**src/rtl/ntt_tf_sched_if.sv**
```systemverilog
// Handshake and ROM-side bundle between the NTT controller and the twiddle read scheduler.
// The controller drives start/stall; the scheduler drives everything else.
interface ntt_tf_sched_if #(
  parameter int ADDR_W = 7
);
  logic              start;
  logic              stall;
  logic [ADDR_W-1:0] rom_addr;
  logic              rom_en;
  logic              tf_valid;
  logic [1:0]        tf_stage;
  logic              tf_stage_last;
  logic              busy;
  logic              done;

  modport master (
    output start, stall,
    input  rom_addr, rom_en, tf_valid, tf_stage, tf_stage_last, busy, done
  );

  modport slave (
    input  start, stall,
    output rom_addr, rom_en, tf_valid, tf_stage, tf_stage_last, busy, done
  );
endinterface

```
**src/rtl/ntt_tf_sched.sv**
```systemverilog
// Twiddle ROM read scheduler: sweeps three ROM segments a fixed number of times each and
// tags the ROM output (1-cycle latency) with valid, stage index and end-of-stage markers.
module ntt_tf_sched #(
  parameter int ADDR_W = 7,
  parameter int DEPTH  = 108,
  parameter int S0_LEN = 4,
  parameter int S0_REP = 16,
  parameter int S1_LEN = 32,
  parameter int S1_REP = 2,
  parameter int S2_LEN = 64,
  parameter int S2_REP = 1
) (
  input  logic           clk,
  input  logic           rst,
  ntt_tf_sched_if.slave  bus
);

  localparam int REP_W = $clog2(S0_REP + S1_REP + S2_REP + 1);
  localparam logic [ADDR_W-1:0] B1 = ADDR_W'(S0_LEN);
  localparam logic [ADDR_W-1:0] B2 = ADDR_W'(S0_LEN + S1_LEN);

  if (S0_LEN + S1_LEN + S2_LEN > DEPTH) begin : g_depth_check
    $error("ntt_tf_sched: segments do not fit in the ROM");
  end

  typedef enum logic [1:0] {
    IDLE  = 2'd0,
    RUN   = 2'd1,
    DRAIN = 2'd2
  } state_t;

  state_t            state_q, state_d;
  logic [1:0]        stage_q;
  logic [ADDR_W-1:0] idx_q;
  logic [REP_W-1:0]  rep_q;
  logic [ADDR_W-1:0] addr_q;
  logic              en_q;
  logic              valid_q;
  logic [1:0]        tag_stage_q;
  logic              tag_last_q;
  logic              done_q;

  logic [ADDR_W-1:0] idx_max;
  logic [REP_W-1:0]  rep_max;
  logic [ADDR_W-1:0] base_cur;
  logic [ADDR_W-1:0] base_next;
  logic              idx_end;
  logic              seg_end;
  logic              run_end;

  // Per-stage segment geometry, selected by the current stage counter.
  // NOTE: every always_comb output gets a default first so no path can infer a latch.
  always_comb begin
    idx_max   = ADDR_W'(S2_LEN - 1);
    rep_max   = REP_W'(S2_REP - 1);
    base_cur  = B2;
    base_next = B2;
    case (stage_q)
      2'd0: begin
        idx_max   = ADDR_W'(S0_LEN - 1);
        rep_max   = REP_W'(S0_REP - 1);
        base_cur  = '0;
        base_next = B1;
      end
      2'd1: begin
        idx_max   = ADDR_W'(S1_LEN - 1);
        rep_max   = REP_W'(S1_REP - 1);
        base_cur  = B1;
        base_next = B2;
      end
      default: ;
    endcase
    idx_end = (idx_q == idx_max);
    seg_end = idx_end && (rep_q == rep_max);
    run_end = seg_end && (stage_q == 2'd2);
  end

  always_comb begin
    state_d = state_q;
    case (state_q)
      IDLE:    if (bus.start) state_d = RUN;
      RUN:     if (en_q && run_end) state_d = DRAIN;
      DRAIN:   state_d = IDLE;
      default: state_d = IDLE;
    endcase
  end

  // NOTE: sequential state uses non-blocking assignments so every register samples pre-edge values.
  always_ff @(posedge clk) begin
    if (rst) state_q <= IDLE;
    else     state_q <= state_d;
  end

  // Counters always describe rom_addr; a stall simply withholds rom_en for the pending address.
  always_ff @(posedge clk) begin
    if (rst) begin
      stage_q     <= '0;
      idx_q       <= '0;
      rep_q       <= '0;
      addr_q      <= '0;
      en_q        <= 1'b0;
      valid_q     <= 1'b0;
      tag_stage_q <= '0;
      tag_last_q  <= 1'b0;
      done_q      <= 1'b0;
    end else begin
      valid_q     <= en_q;
      tag_stage_q <= en_q ? stage_q : 2'd0;
      tag_last_q  <= en_q && seg_end;
      done_q      <= en_q && run_end;

      case (state_q)
        IDLE: begin
          en_q <= bus.start;
          if (bus.start) begin
            stage_q <= '0;
            idx_q   <= '0;
            rep_q   <= '0;
            addr_q  <= '0;
          end
        end
        RUN: begin
          if (!en_q) begin
            en_q <= !bus.stall;
          end else if (run_end) begin
            en_q <= 1'b0;
          end else begin
            en_q <= !bus.stall;
            if (!idx_end) begin
              idx_q  <= idx_q + ADDR_W'(1);
              addr_q <= addr_q + ADDR_W'(1);
            end else if (!seg_end) begin
              idx_q  <= '0;
              rep_q  <= rep_q + REP_W'(1);
              addr_q <= base_cur;
            end else begin
              idx_q   <= '0;
              rep_q   <= '0;
              stage_q <= stage_q + 2'd1;
              addr_q  <= base_next;
            end
          end
        end
        default: en_q <= 1'b0;
      endcase
    end
  end

  assign bus.rom_addr      = addr_q;
  assign bus.rom_en        = en_q;
  assign bus.tf_valid      = valid_q;
  assign bus.tf_stage      = tag_stage_q;
  assign bus.tf_stage_last = tag_last_q;
  assign bus.done          = done_q;
  assign bus.busy          = (state_q != IDLE);

endmodule

```
**src/flat_wrapper.sv**
```systemverilog
// flat-port wrapper written by rule: the top's interface ports become plain ports
module ntt_tf_sched_flat 
#(
  parameter int ADDR_W = 7,
  parameter int DEPTH  = 108,
  parameter int S0_LEN = 4,
  parameter int S0_REP = 16,
  parameter int S1_LEN = 32,
  parameter int S1_REP = 2,
  parameter int S2_LEN = 64,
  parameter int S2_REP = 1
)
  (clk, rst, bus_start, bus_stall, bus_rom_addr, bus_rom_en, bus_tf_valid, bus_tf_stage, bus_tf_stage_last, bus_busy, bus_done);
  ntt_tf_sched_if #(.ADDR_W(ADDR_W)) bus_i ();
  input  logic clk;
  input  logic rst;
  input wire logic [$bits(bus_i.start)-1:0] bus_start;
  input wire logic [$bits(bus_i.stall)-1:0] bus_stall;
  output wire logic [$bits(bus_i.rom_addr)-1:0] bus_rom_addr;
  output wire logic [$bits(bus_i.rom_en)-1:0] bus_rom_en;
  output wire logic [$bits(bus_i.tf_valid)-1:0] bus_tf_valid;
  output wire logic [$bits(bus_i.tf_stage)-1:0] bus_tf_stage;
  output wire logic [$bits(bus_i.tf_stage_last)-1:0] bus_tf_stage_last;
  output wire logic [$bits(bus_i.busy)-1:0] bus_busy;
  output wire logic [$bits(bus_i.done)-1:0] bus_done;
  assign bus_i.start = bus_start;
  assign bus_i.stall = bus_stall;
  assign bus_rom_addr = bus_i.rom_addr;
  assign bus_rom_en = bus_i.rom_en;
  assign bus_tf_valid = bus_i.tf_valid;
  assign bus_tf_stage = bus_i.tf_stage;
  assign bus_tf_stage_last = bus_i.tf_stage_last;
  assign bus_busy = bus_i.busy;
  assign bus_done = bus_i.done;
  ntt_tf_sched #(.ADDR_W(ADDR_W), .DEPTH(DEPTH), .S0_LEN(S0_LEN), .S0_REP(S0_REP), .S1_LEN(S1_LEN), .S1_REP(S1_REP), .S2_LEN(S2_LEN), .S2_REP(S2_REP)) u_core (.clk(clk), .rst(rst), .bus(bus_i));
endmodule
```
**config.mk**
```make
export PLATFORM = sky130hd
export DESIGN_NAME = ntt_tf_sched_flat
export DESIGN_NICKNAME = d
export VERILOG_FILES = /design/src/rtl/ntt_tf_sched_if.sv /design/src/rtl/ntt_tf_sched.sv /design/src/flat_wrapper.sv
export SDC_FILE = /design/constraint.sdc
export NUM_CORES = 1
export LEC_CHECK = 0
export BUFFER_PORTS_ARGS = -buffer_cell sky130_fd_sc_hd__buf_2
export CELL_PAD_IN_SITES_DETAIL_PLACEMENT = 0
export CELL_PAD_IN_SITES_GLOBAL_PLACEMENT = 1
export CORE_UTILIZATION = 44
export DETAILED_ROUTE_END_ITERATION = 16
export GPL_TIMING_DRIVEN = 0
export HOLD_SLACK_MARGIN = 0.05
export PLACE_DENSITY_LB_ADDON = 0.2
export SETUP_SLACK_MARGIN = 0.2
export SYNTH_ARGS = -nofsm -noshare
export SYNTH_HDL_FRONTEND = slang
export SYNTH_SLANG_ARGS = --single-unit
```
**constraint.sdc**
```tcl
create_clock -name clk -period 2.3 [get_ports clk]
set_input_delay 0.115 -clock clk [delete_from_list [all_inputs] [get_ports clk]]
set_output_delay 0.115 -clock clk [all_outputs]
set_load 0.05 [all_outputs]
```
# --- Word-level counts from Yosys, hierarchy flattened ---
# Index checks and enable logic that the tools add are counted.
word_totals:
  regBits: 29
  in_bits: 4
  output_inout_bits: 14
  word_cells: 72
op_classes:
  n_addsub: 4
  eq_ne: 11
  muxes: 32
  bitwise_logic: 1
  n_reduce_logical: 14
op_table:
  columns: ["cell", "count"]
  rows:
  - ["7-bit two-way mux", 7]
  - ["7-bit one-hot mux with 2 select lines", 2]
  - ["5-bit two-way mux", 5]
  - ["6-bit one-hot mux with 2 select lines", 2]
  - ["7-bit by 1-bit adder with 7-bit output, second input constant", 2]
  - ["2-bit two-way mux", 7]
  - ["6-bit two-way mux", 2]
  - ["5-bit one-hot mux with 2 select lines", 1]
  - ["2-bit by 1-bit inequality test with 1-bit output, second input constant", 4]
  - ["2-bit one-hot mux with 2 select lines", 2]
  - ["4-bit one-hot mux with 2 select lines", 1]
  - ["7-bit by 6-bit equality test with 1-bit output", 1]
  - ["6-bit AND reduction", 1]
  - ["5-bit by 1-bit adder with 5-bit output, second input constant", 1]
  - ["5-bit by 4-bit equality test with 1-bit output", 1]
  - ["5-bit AND reduction", 1]
  - ["2-bit by 1-bit equality test with 1-bit output, second input constant", 2]
  - ["1-bit logical AND", 4]
  - ["2-bit zero test", 2]
  - ["2-bit inequality test, second input constant", 2]
  - ["4-bit AND reduction", 1]
  - ["2-bit nonzero test", 2]
  - ["2-bit by 1-bit adder with 2-bit output, second input constant", 1]
  - ["2-bit equality test, second input constant", 1]
  - ["6 further kinds", 7]

# --- Depth between registers and ports, before layout ---
depth:
  word_depth: 9
  mapped_depth: 7
  ltp_nobuf: 7

# --- Worst setup path before layout ---
# OpenSTA, ideal clock, no wires.
synth_timing:
  kind: "register to register"
  start: "register u_core.addr_q[0] (netlist: u_core.bus.rom_addr[0])"
  end: "register u_core.addr_q[6] (netlist: u_core.bus.rom_addr[6])"
  setup_time_ns: 0.122
  t_arrival_ns: 1.828
  required_time_ns: 2.178
  slack_ns: 0.349
  path_stages_with_launch: 6
  n_path_buf: 0
  period_less_slack_ns: 1.951
  cell_sequence: "dfxtp_1 ha_1 nand3_1 or2_2 and3_1 a311o_1"
synth_via:
  elab_chain_len: 5
synth_rtl:
  columns: ["item", "line_no", "source"]
  rows:
  - ["start: declaration", "ntt_tf_sched.sv:36", "logic [ADDR_W-1:0] addr_q;"]
  - ["start signal: assignment", "ntt_tf_sched.sv:131", "addr_q <= addr_q + ADDR_W'(1);"]
  - ["start signal: assignment", "ntt_tf_sched.sv:135", "addr_q <= base_cur;"]
  - ["start signal: assignment", "ntt_tf_sched.sv:140", "addr_q <= base_next;"]
  - ["7-bit by 1-bit adder with 7-bit output", "ntt_tf_sched.sv:131", null]
  - ["7-bit two-way mux", "ntt_tf_sched.sv:129", "if (!idx_end) begin"]
  - ["7-bit two-way mux", "ntt_tf_sched.sv:125", "end else if (run_end) begin"]
  - ["7-bit two-way mux", "ntt_tf_sched.sv:123", "if (!en_q) begin"]
  - ["7-bit one-hot mux with 2 select lines", "ntt_tf_sched.sv:112", "case (state_q)"]
# Every way passes these cells. The select of a mux whose other input is x is not followed.
# A chain may end at the register's enable or synchronous reset.

# --- Worst setup path after layout ---
layout_timing:
  start: "register u_core.stage_q[1]"
  end: "register u_core.idx_q[2]"
layout_via:
  elab_chain_len: 7
  elab_cells_between_ends: 15
  cone_classes: "eq/ne: 5; mux: 6; reduce/logical: 4"
layout_rtl:
  columns: ["item", "line_no", "source"]
  rows:
  - ["start: declaration", "ntt_tf_sched.sv:33", "logic [1:0] stage_q;"]
  - ["start signal: assignment", "ntt_tf_sched.sv:139", "stage_q <= stage_q + 2'd1;"]
  - ["2-bit by 1-bit equality test with 1-bit output / 2-bit zero test (equally long branches)", "ntt_tf_sched.sv:58", "case (stage_q)"]
  - ["6-bit one-hot mux with 2 select lines / 4-bit one-hot mux with 2 select lines (equally long branches)", "ntt_tf_sched.sv:58", null]
  - ["7-bit by 6-bit equality test with 1-bit output / 5-bit by 4-bit equality test with 1-bit output (equally long branches)", "ntt_tf_sched.sv:73, ntt_tf_sched.sv:74", null]
  - ["7-bit two-way mux / 1-bit logical AND (equally long branches)", "ntt_tf_sched.sv:129, ntt_tf_sched.sv:74", null]
  - ["7-bit two-way mux / 1-bit logical AND (equally long branches)", "ntt_tf_sched.sv:125, ntt_tf_sched.sv:75", null]
  - ["7-bit two-way mux / 2-bit inequality test (equally long branches)", null, null]
  - ["7-bit one-hot mux with 2 select lines / 4-bit AND reduction (equally long branches)", null, null]
  - ["end signal: assignment", "ntt_tf_sched.sv:130", "idx_q <= idx_q + ADDR_W'(1);"]
  - ["end: declaration", "ntt_tf_sched.sv:34", "logic [ADDR_W-1:0] idx_q;"]
# Parallel ways exist; a longest one is shown, timed or not. The select of a mux whose other input is x is not followed.

==> reports/metrics.yaml <==
outcome:
  status: "finished, final reports clean"
floorplanning:
  die_height_um: 62.29
  floorplan.initialDensity_pct: 46.81
  die_width_um: 62.29
  number_of_ports_placed_on_the_die_boundary: 18
  core_area_um2: 3416
  row_count: 21
  dieArea_um2: 3879
sta:
  final_period_minus_worst_setup_slack_ps: 2027
  final.setup.worst_slack_ps: 272.8
  drv_slew: 0
  relative_slew_margins_pct: 53.21
  totalNegativeSetupSlack_ps: 0
  tightest_slew_ps: 698.7
  maxClockFrequency_ghz: 0.4933
  hold_viol: 0
  report.final.setup_viol: 0
  fin_skew_ps: 13.46
  final.period_utilization_pct: 88.14
  grt_setup_unrepaired: "true"
cells_and_area:
  final_cell_mix: "27 x dfxtp_1, 17 x buf_2, 13 x nand2_1"
  final_net_count: 215
  insertedDiodeCount: 0
  final_core_util_pct: 57.22
  multi_input_comb_area_um2: 1057
  drive_gt1_share_pct: 31.55
  sequential_cell_area_um2: 583.1
  flow.area_growth_from_synthesis_pct: 22.22
  fillers: 311
  layout_commonest_cell: "dfxtp_1"
clock_tree:
  path_clk_slew_ps: 110
  cts_buffers: 5
  cts_htree_levels: 2
  clk_root_buffer_cell: "clkbuf_4"
  cts.sink_count: 29
  tritoncts_clock_tree: "done"
  cts.path.max_buffers: 2
  clock_insertion_delay_worst_skew_ps: 340
synth:
  sequential_element_share_of_the_synthesized_area_pct: 36.31
  yosysUniqueCellTypes: 49
  post_synth_inst_count: 172
  ys_seq_elements: 29
  synth_edf_count: 0
  syn_nets: 182
  syn_area_um2: 1599
  ys_async_rst_share_pct: 0
  synth_warnings: 0
  synth_top_flop_cell: "dfxtp_1"
  syn_avg_cell_area_um2: 9.297
place:
  detailedPlace.worstSlack_ps: 119.6
  port_buffers: 17
  gp_routability_congestion: 0.9048
  hpwl_um: 2596
setup_path:
  setup.worst_path.start_class: "flip-flop"
  critical_path_fanout_max: 4
  worst_ep_arrival_time_ps: 2250
  crit_path_end_kind: "flip-flop"
  worstPathRequired_ps: 2520
  worst-setup-path-type: "flip-flop to flip-flop"
grt:
  grt_max_degree: 11
  globalRoute.totalOverflow: 0
  grt_pass1_wl_um: 6334
  via_count_of_the_first_global_routing_pass: 1380
  antenna_violations_before_repair: 0
  gr-usage-all-layers_pct: 21.10
route:
  num_vias: 1444
  dr.first_iter.drc_count: 70
  wl_um: 3798
  detailed_route_wire_length_per_cell_um: 15.07
  final_antenna_net_count: 0
  dr_vias_cell: 5.730
  drt-pass1-iter-count: 4
  remaining_drc_errors: 0
run:
  max_cap_viol_count: 0
power_and_ir_drop:
  leakage_nw: 0.7483
  vdd_ir_drop_max_uv: 317.3
  pwr_density_cell_nw_per_um2: 462.4
min_path:
  hold_path_class: "input port to flip-flop"
[state kept, by name (all words and copies together) (netlist names)]
register,count
u_core.bus.rom_addr,7
u_core.bus.tf_stage_last,1
u_core.stage_q,2
u_core.rep_q,5
u_core.bus.tf_valid,1
u_core.bus.tf_stage,2
u_core.idx_q,7
u_core.bus.done,1
u_core.state_q,2
u_core.bus.rom_en,1
[cell type report]
type                            count  share of cell area, %
Buffer                              2                 0.4481
Clock inverter                      3                 0.8963
Sequential cell                    29                  29.83
Timing Repair Buffer               26                  8.131
Inverter                            9                  1.729
Clock buffer                        5                  1.921
Multi-Input combinational cell    132                  54.10
Tap cell                           46                  2.945
[worst paths after layout]
check / start / end / slack, ps / depth (start not counted)
worst max register to register: u_core.stage_q[1] / u_core.idx_q[2] / 270 / 9
worst min register to register: u_core.stage_q[1] / u_core.stage_q[1] / 480 / 2
worst min-delay path: bus_start / u_core.state_q[0] / 110 / 3
worst max-delay path: u_core.stage_q[1] / u_core.idx_q[2] / 270 / 9
[metal layers]
metal  track usage, %  routed length (um)  vias up
li1                 -                   -      708
met1            25.43                1773      676
met2            34.20                1728       48
met3            4.779                 200       12
met4            12.50                  95        0
met5                0                   0        -
[timing repair]
item | 4_1_cts | 5_1_grt
setup buffers | 4 | 4
resized for setup | 8 | 13
endpoints found under the hold margin | 1 | 0
pin swaps | 4 | 3
hold buffers | 1 | 0
setup endpoints to repair | 18 | 22
[cells by family after synthesis]
kind of cell / synth area share (%)
XOR/XNOR: 2.739
AND/OR/NAND/NOR: 27.46
flip-flops: 36.31
buffers and inverters: 2.582
AO/OA/AOI/OAI: 20.50
adder cells (fa/ha/maj): 4.695
multiplexers: 5.712
[synth_stat cells (4+ instances only)]
master	instances	area, um2
nand2_1	13	48.80
mux2i_1	8	80.08
nand2b_1	9	56.30
o21ai_0	5	25.02
dfxtp_1	29	580.6
inv_1	9	33.78
nor2_1	13	48.80
nor3_1	6	30.03
nand3_1	11	55.05
ha_1	6	75.07
a31oi_1	4	25.02
xnor2_1	5	43.79
and3_1	5	31.28
a311o_1	4	40.04
[metrics by stage]
stage	instance area, um2	power (mW)	cells	hold WS (ps)
3_5_place_dp	1742	0.5935	235	322.0
2_1_floorplan	1599	0.5729	172	221.1
5_1_grt	1954	0.9443	252	128.5
4_1_cts	1878	0.9084	248	100.1
6_report	1954	0.9038	252	108.0
3_3_place_gp	1742	0.5919	235	304.7
[critical path, stage by stage, from the launching register on]
cell,delay (ps)
dfxtp_2,350
inv_1,100
ha_4,200
xnor2_2,200
o32ai_4,160
buf_4,170
o2111a_2,170
buf_4,140
o311ai_0,300
o31ai_1,120
[power breakdown]
part | switching (mW) | total [mW] | internal [mW]
Sequential | 0.00611 | 0.513 | 0.507
Clock | 0.200 | 0.315 | 0.115
Combinational | 0.0504 | 0.0762 | 0.0258
Note: power is estimated with default switching activity, not from simulation.
